**config.mk**
```make
export PLATFORM = sky130hd
export DESIGN_NAME = branch_predictor
export DESIGN_NICKNAME = d
export VERILOG_FILES = /design/src/rtl/branch_predictor.sv
export SDC_FILE = /design/constraint.sdc
export NUM_CORES = 1
export LEC_CHECK = 0
export BUFFER_PORTS_ARGS = -buffer_cell sky130_fd_sc_hd__clkbuf_2
export CORE_AREA = 2 2 235 237
export DETAILED_ROUTE_END_ITERATION = 8
export DIE_AREA = 0 0 237 239
export SYNTH_ARGS = -nofsm -noshare
export SYNTH_HDL_FRONTEND = slang
export SYNTH_SLANG_ARGS = --single-unit
```
**constraint.sdc**
```tcl
create_clock -name clk_i -period 5.7 [get_ports clk_i]
set_clock_uncertainty 0.2 [all_clocks]
set_input_delay 1.14 -clock clk_i [delete_from_list [all_inputs] [get_ports clk_i]]
set_output_delay 1.14 -clock clk_i [all_outputs]
set_load 0.02 [all_outputs]
```
**src/rtl/branch_predictor.sv**
```systemverilog
// Direct-mapped 2-bit saturating-counter branch predictor with static BTFN fallback on miss.
// Fetch side predicts combinationally; execute side resolves, flags mispredicts and trains.
// Optional statistics counters are compiled in with the BP_STATS_EN macro.
module branch_predictor #(
    parameter int unsigned ENTRIES = 16,
    parameter int unsigned TAG_W   = 10
) (
    input  logic        clk_i,
    input  logic        rst_i,
    // fetch-side lookup
    input  logic [63:0] f_PC_i,
    input  logic [3:0]  f_icode_i,
    input  logic [3:0]  f_ifun_i,
    input  logic [63:0] f_valC_i,
    input  logic [63:0] f_valP_i,
    output logic        f_pred_taken_o,
    output logic [63:0] f_predPC_o,
    // execute-side update
    input  logic [3:0]  E_icode_i,
    input  logic [3:0]  E_ifun_i,
    input  logic [63:0] E_PC_i,
    input  logic [63:0] E_valC_i,
    input  logic [63:0] E_valP_i,
    input  logic        E_pred_taken_i,
    input  logic        e_Cnd_i,
    input  logic        upd_en_i,
    output logic        e_mispredict_o,
    output logic [63:0] e_corrPC_o,
    // statistics
    output logic [31:0] branch_cnt_o,
    output logic [31:0] mispred_cnt_o
);
    localparam int unsigned IDX_W = $clog2(ENTRIES);

    logic [ENTRIES-1:0] valid_q, valid_d;
    logic [TAG_W-1:0]   tag_q [ENTRIES];
    logic [TAG_W-1:0]   tag_d [ENTRIES];
    logic [1:0]         ctr_q [ENTRIES];
    logic [1:0]         ctr_d [ENTRIES];

    logic [IDX_W-1:0] f_idx, e_idx;
    logic [TAG_W-1:0] f_tag, e_tag;
    logic             f_hit, e_hit, e_cond, upd;

    assign f_idx = f_PC_i[IDX_W-1:0];
    assign f_tag = f_PC_i[IDX_W+TAG_W-1:IDX_W];
    assign e_idx = E_PC_i[IDX_W-1:0];
    assign e_tag = E_PC_i[IDX_W+TAG_W-1:IDX_W];

    // PC bits above the tag do not participate in indexing or matching
    logic unused_pc;
    assign unused_pc = ^{f_PC_i[63:IDX_W+TAG_W], E_PC_i[63:IDX_W+TAG_W]};

    assign f_hit  = valid_q[f_idx] && (tag_q[f_idx] == f_tag);
    assign e_hit  = valid_q[e_idx] && (tag_q[e_idx] == e_tag);
    assign e_cond = (E_icode_i == 4'h7) && (E_ifun_i != 4'h0);
    // Reset drops any coincident update
    assign upd    = e_cond && upd_en_i && !rst_i;

    assign e_mispredict_o = upd && (E_pred_taken_i != e_Cnd_i);
    assign e_corrPC_o     = e_Cnd_i ? E_valC_i : E_valP_i;

    // Fetch lookup: jmp always taken, cond uses counter on hit else backward-taken
    always_comb begin
        f_pred_taken_o = 1'b0;
        f_predPC_o     = f_valP_i;
        if (f_icode_i == 4'h7) begin
            if (f_ifun_i == 4'h0) begin
                f_pred_taken_o = 1'b1;
            end else if (f_hit) begin
                f_pred_taken_o = ctr_q[f_idx][1];
            end else begin
                f_pred_taken_o = (f_valC_i < f_PC_i);
            end
            if (f_pred_taken_o) begin
                f_predPC_o = f_valC_i;
            end
        end
    end

    // Table next state: train counter on hit, replace entry on miss
    always_comb begin
        valid_d = valid_q;
        tag_d   = tag_q;
        ctr_d   = ctr_q;
        if (upd) begin
            if (e_hit) begin
                if (e_Cnd_i && (ctr_q[e_idx] != 2'b11)) begin
                    ctr_d[e_idx] = ctr_q[e_idx] + 2'd1;
                end else if (!e_Cnd_i && (ctr_q[e_idx] != 2'b00)) begin
                    ctr_d[e_idx] = ctr_q[e_idx] - 2'd1;
                end
            end else begin
                valid_d[e_idx] = 1'b1;
                tag_d[e_idx]   = e_tag;
                ctr_d[e_idx]   = e_Cnd_i ? 2'b10 : 2'b01;
            end
        end
    end

    // Table state register with synchronous clear to weakly-not-taken
    always_ff @(posedge clk_i) begin
        if (rst_i) begin
            valid_q <= '0;
            for (int i = 0; i < int'(ENTRIES); i++) begin
                tag_q[i] <= '0;
                ctr_q[i] <= 2'b01;
            end
        end else begin
            valid_q <= valid_d;
            tag_q   <= tag_d;
            ctr_q   <= ctr_d;
        end
    end

`ifdef BP_STATS_EN
    logic [31:0] branch_cnt_q, branch_cnt_d, mispred_cnt_q, mispred_cnt_d;

    // Saturating statistics next state
    always_comb begin
        branch_cnt_d  = branch_cnt_q;
        mispred_cnt_d = mispred_cnt_q;
        if (upd && (branch_cnt_q != 32'hFFFF_FFFF)) begin
            branch_cnt_d = branch_cnt_q + 32'd1;
        end
        if (e_mispredict_o && (mispred_cnt_q != 32'hFFFF_FFFF)) begin
            mispred_cnt_d = mispred_cnt_q + 32'd1;
        end
    end

    // Statistics registers
    always_ff @(posedge clk_i) begin
        if (rst_i) begin
            branch_cnt_q  <= '0;
            mispred_cnt_q <= '0;
        end else begin
            branch_cnt_q  <= branch_cnt_d;
            mispred_cnt_q <= mispred_cnt_d;
        end
    end

    assign branch_cnt_o  = branch_cnt_q;
    assign mispred_cnt_o = mispred_cnt_q;
`else
    assign branch_cnt_o  = 32'd0;
    assign mispred_cnt_o = 32'd0;
`endif

endmodule

```
## After elaboration in Yosys (flattened, before gate mapping)

Index checks and enable logic that the tools add are counted.

| storage, ports and cells | value |
|---|---|
| bits in registers | 208 |
| output and inout bits | 194 |

| cells by class | value |
|---|---|
| add/sub/neg operators | 2 |
| order comparisons | 7 |
| equal/unequal tests | 7 |
| multiplexer cells | 37 |
| bitwise logic cells | 4 |
| reductions and logical operators | 17 |

Operators by type and width:

| operator | number |
|---|---|
| $mux W64 | 3 |
| $bwmux W160 | 1 |
| $bwmux W32 | 3 |
| $mux W32 | 3 |
| $bmux W10 S4 | 2 |
| $lt A64 B64 Y1 | 1 |
| $mux W10 | 5 |
| $demux W10 S4 | 1 |
| $eq A10 B10 Y1 | 2 |
| $bmux W2 S4 | 2 |
| $or A16 B16 Y16 | 1 |
| $mux W2 | 6 |
| $ge A5 B5 Y1 const B | 2 |
| $logic_and A1 B1 Y1 | 10 |
| $lt A4 B5 Y1 const B | 2 |
| $not A4 Y5 | 2 |
| $bmux W1 S4 | 2 |
| $demux W2 S4 | 1 |
| $eq A4 B3 Y1 const B | 2 |
| $mux W1 | 7 |
| $lt A5 B1 Y1 const B | 1 |
| $demux W1 S4 | 1 |
| $ge A4 B1 Y1 const B | 1 |
| $logic_not A4 Y1 | 1 |
| other kinds (10) | 12 |

## Depth between registers and ports, before layout

| logic depth | value |
|---|---|
| word-level depth | 11 |
| depth in mapped cells | 18 |
| gate-level depth less buffers | 12 |

## Worst setup path after synthesis

OpenSTA, ideal clock, no wires.

| timing path | value |
|---|---|
| path kind | in2out |
| from | input port f_PC_i[1] |
| to | output port f_pred_taken_o |
| data arrival time | 4.037 ns |
| required time | 4.360 ns |
| setup slack | 0.323 ns |
| cell stages on the path | 13 |
| buffers on the path | 4 |
| path through | buf_2 buf_2 inv_2 ha_1 a2111o_1 a311oi_1 o31ai_1 a22oi_1 a2111o_1 clkbuf_1 clkbuf_1 nand2_1 a31oi_1 |

| on the way | value |
|---|---|
| word-level cells in the longest chain between the ends | 10 |
| elaborated cells on any way between the ends | 16 |

RTL lines:

| item | line | RTL |
|---|---|---|
| start, declared | 11 | `input logic [63:0] f_PC_i,` |
| branches (longest 6 deep; another with $lt A64 B64 Y1) | - |  |
| $mux W1 * | 70 | `end else if (f_hit) begin` |
| $mux W1 * | 68 | `if (f_ifun_i == 4'h0) begin` |
| $mux W1 * (2 in series) | 67 | `if (f_icode_i == 4'h7) begin` |
| end, declared | 16 | `output logic f_pred_taken_o,` |

Mark *: on every way between the ends. The select of a mux whose other input is x is not followed.

## Final worst setup path

| timing path | value |
|---|---|
| from | input port f_valC_i[43] |
| to | output port f_predPC_o[15] |

| on the way | value |
|---|---|
| word-level cells in the longest chain between the ends | 6 |

RTL lines:

| item | line | RTL |
|---|---|---|
| start, declared | 14 | `input logic [63:0] f_valC_i,` |
| $lt A64 B64 Y1 | 73 | `f_pred_taken_o = (f_valC_i < f_PC_i);` |
| $mux W1 | 70 |  |
| $mux W1 | 68 |  |
| $mux W1 | 67 |  |
| $mux W64 | 75 | `if (f_pred_taken_o) begin` |
| $mux W64 | 67 |  |
| end, declared | 17 | `output logic [63:0] f_predPC_o,` |

No other way between the ends. The select of a mux whose other input is x is not followed.

==> flow_summary.ini <==
[die]
die_y_um = 239
core-area_um2 = 54340
initial_core_util = 0.3200
die_w_um = 237
die_area_um2 = 56640
num_rows = 86
io_pins = 599

[grt]
grt_pass1_wl_mm = 104.0
grt_antenna_before_repair = 8
grt-ovfl-total = 0
grtUsageTotal = 0.2309
grt_start_max_net_pins = 203
first_global_vias = 17520

[placement]
place_hpwl_mm = 49.58
post-place-cells = 3007
io_buffers = 484
place_worst_setup_slack_ps = -187.5
place.gp.congestion = 0.9203

[power_and_ir_drop]
pwr-share-comb = 0.260
p_seq_frac = 0.371
p_switching_w = 0.001243
p_leak_nw = 9.355
swShare = 0.3166
power_density_nw_per_um2 = 183.2
p_clk_frac = 0.369
max-vdd-ir-drop_uv = 155.6
internal_power_w = 0.002682

[route]
num_vias = 18490
antenna_left = 0
wire_per_inst_um = 22.88
drc = 0
drt_wl_total_mm = 70.06
drtPass1Iterations = 5
viasPerCell = 6.038
drtIter0Drc = 1586

[setup_path]
endpoint_kind = primary output
critPathMaxFanout = 19
cp.required_ps = 4360
path_class = input pin to primary output
critical_path_arrival_ps = 4320
worstSetupStartpointType = input pin

[cts]
cts_root_buf = clkbuf_16
cts_tree = done
cts_sinks = 208
clk_pin_slew_ps = 50
clock_path_buffers = 3
clock_latency_ps = 540
cts_buffers = 24
h-tree-depth = 1
ctsHoldBuffers = 0

[layout]
syn_to_final_growth_pct = 23.20
nets = 2807
drive_above_1_share = 0.3569
final_common_cell = clkbuf_2
instances_no_fill = 3062
final_cell_mix = 473 x clkbuf_2, 208 x dfxtp_1, 154 x nand2_1

[hold_path]
hold_class = flip-flop to flip-flop

[synthesis]
ys_types = 69
yosys_warnings = 0
syn_inst = 1941
yosys_register_bits = 208
ys.flop_type = dfxtp_1
syn-cell-area_um2 = 17390
async_reset_ff_frac = 0
synth_edf_count = 0
ys_seq_area_frac = 0.2394
avgSynthCellArea_um2 = 8.960

[job]
drv_cap = 0

[timing]
maxSlewViolCount = 0
post-route-min-period_ps = 5661
final-hold-violation-count = 0
worst_slack_ps = 39.10
slew_headroom = 0.2690
setup_viol = 0
fin_hold_ws_ps = 261.5
worstMarginPinSlew_ps = 1093
min_period_over_period = 0.9931
fmax_mhz = 176.7

[outcome]
status = finished, final reports clean
[sequential cells by signal, indices dropped and copies added, names as in the netlist]
register,cells
tag_q,160
ctr_q,32
valid_q,16
[final timing paths]
kind,depth (start not counted),end,slack [ps],from
worst min-delay path,2,valid_q[14],260,valid_q[14]
worst min register to register,2,valid_q[14],260,valid_q[14]
worst max register to register,8,tag_q[154],2140,tag_q[2]
worst max-delay path,14,f_predPC_o[15],40,f_valC_i[43]
[cell families (layout without fill, tap and decap cells)]
family          count (synthesis)  in the layout  share of synthesized area
simple gates                  537            537                     0.1636
fa+ha+maj                      65             65                    0.04677
mux                           265            265                     0.2292
flops                         208            208                     0.2394
compound gates                476            476                     0.2105
buf+inv                       371            718                     0.1012
xor+xnor                       18             18                   0.009065
other cells                     1             71                  0.0002156
[power by group through the flow]
| stage | clock, W | combinational [W] | sequential [W] |
|---|---|---|---|
| 2_1_floorplan | 0 | 0.000626 | 0.00149 |
| 3_3_place_gp | 0 | 0.000971 | 0.00149 |
| 3_5_place_dp | 0 | 0.000992 | 0.00149 |
| 4_1_cts | 0.00147 | 0.00100 | 0.00146 |
| 5_1_grt | 0.00152 | 0.00109 | 0.00146 |
| 6_report | 0.00145 | 0.00102 | 0.00146 |
[what timing repair did]
item / CTS / global route
cloned: 0 / 1
buffers inserted: 1 / 6
setup endpoints to repair: 65 / 64
hold endpoints to repair: 0 / 0
pin swaps: 1 / 2
gates resized for setup: 2 / 28
[critical path, cell delays in order]
cell and delay [ps]:
clkbuf_2 120, ha_1 330, nand4_1 180, nor4_2 420
buf_4 210, inv_1 50, nor3_1 240, a22oi_2 140
a2111o_2 490, buf_12 170, buf_4 180, a211o_1 290
nand3_1 130, clkbuf_2 190
[synthesized netlist by cell type (all sizes together), types with 4 or more instances]
master    n  share of area
a221o     5         0.0029
nand4    88          0.032
o311ai    7         0.0035
o211a     4         0.0023
mux4     98           0.13
a31oi    66          0.024
ha       65          0.047
a31o    110          0.055
xor2      5         0.0025
o21ai    33         0.0095
a21oi    38          0.011
clkbuf  142          0.031
o22ai     6         0.0022
xnor2    13         0.0065
or3       5         0.0018
nor2b     6         0.0022
dfxtp   208           0.24
and4b     4         0.0023
a211o    64          0.032
mux2     82          0.053
nor2     24         0.0052
mux2i    85          0.049
a22o     68          0.034
nor4    119          0.043
nand2b    7         0.0025
nor3      6         0.0017
inv      83          0.018
and4      4         0.0020
a21o     16         0.0069
or2       4         0.0014
nand2   154          0.033
nand3    96          0.028
and3      5         0.0018
o211ai   35          0.015
buf     146          0.053
[metrics by stage]
step	area, um^2	TNS, ps	util	power (W)
finish	21430	0	0.3943	0.003925
global placement	20510	-5727	0.3775	0.002459
floorplan	17630	0	-	0.002113
global route	21420	-1.549	0.3942	0.004068
CTS	21260	0	0.3912	0.003923
detailed placement	20510	-8021	0.3775	0.002480
[cell type report]
cell class	count	area (um^2)
fill	5439	32910
multi-input combinational	1425	11800
sequential	208	4164
timing repair buffer	595	3532
tap	704	880.8
clock buffer	37	689.4
inverter	83	314.1
clock inverter	3	26.28
antenna	7	17.52
[metal layers]
layer,vias up,GRT usage,routed length (um)
met5,-,0,13
met4,2,0.09283,2858
met3,149,0.03926,6172
met2,1063,0.3898,33590
met1,9019,0.2926,27430
li1,8254,-,-
(Power assumes the default switching activity.)
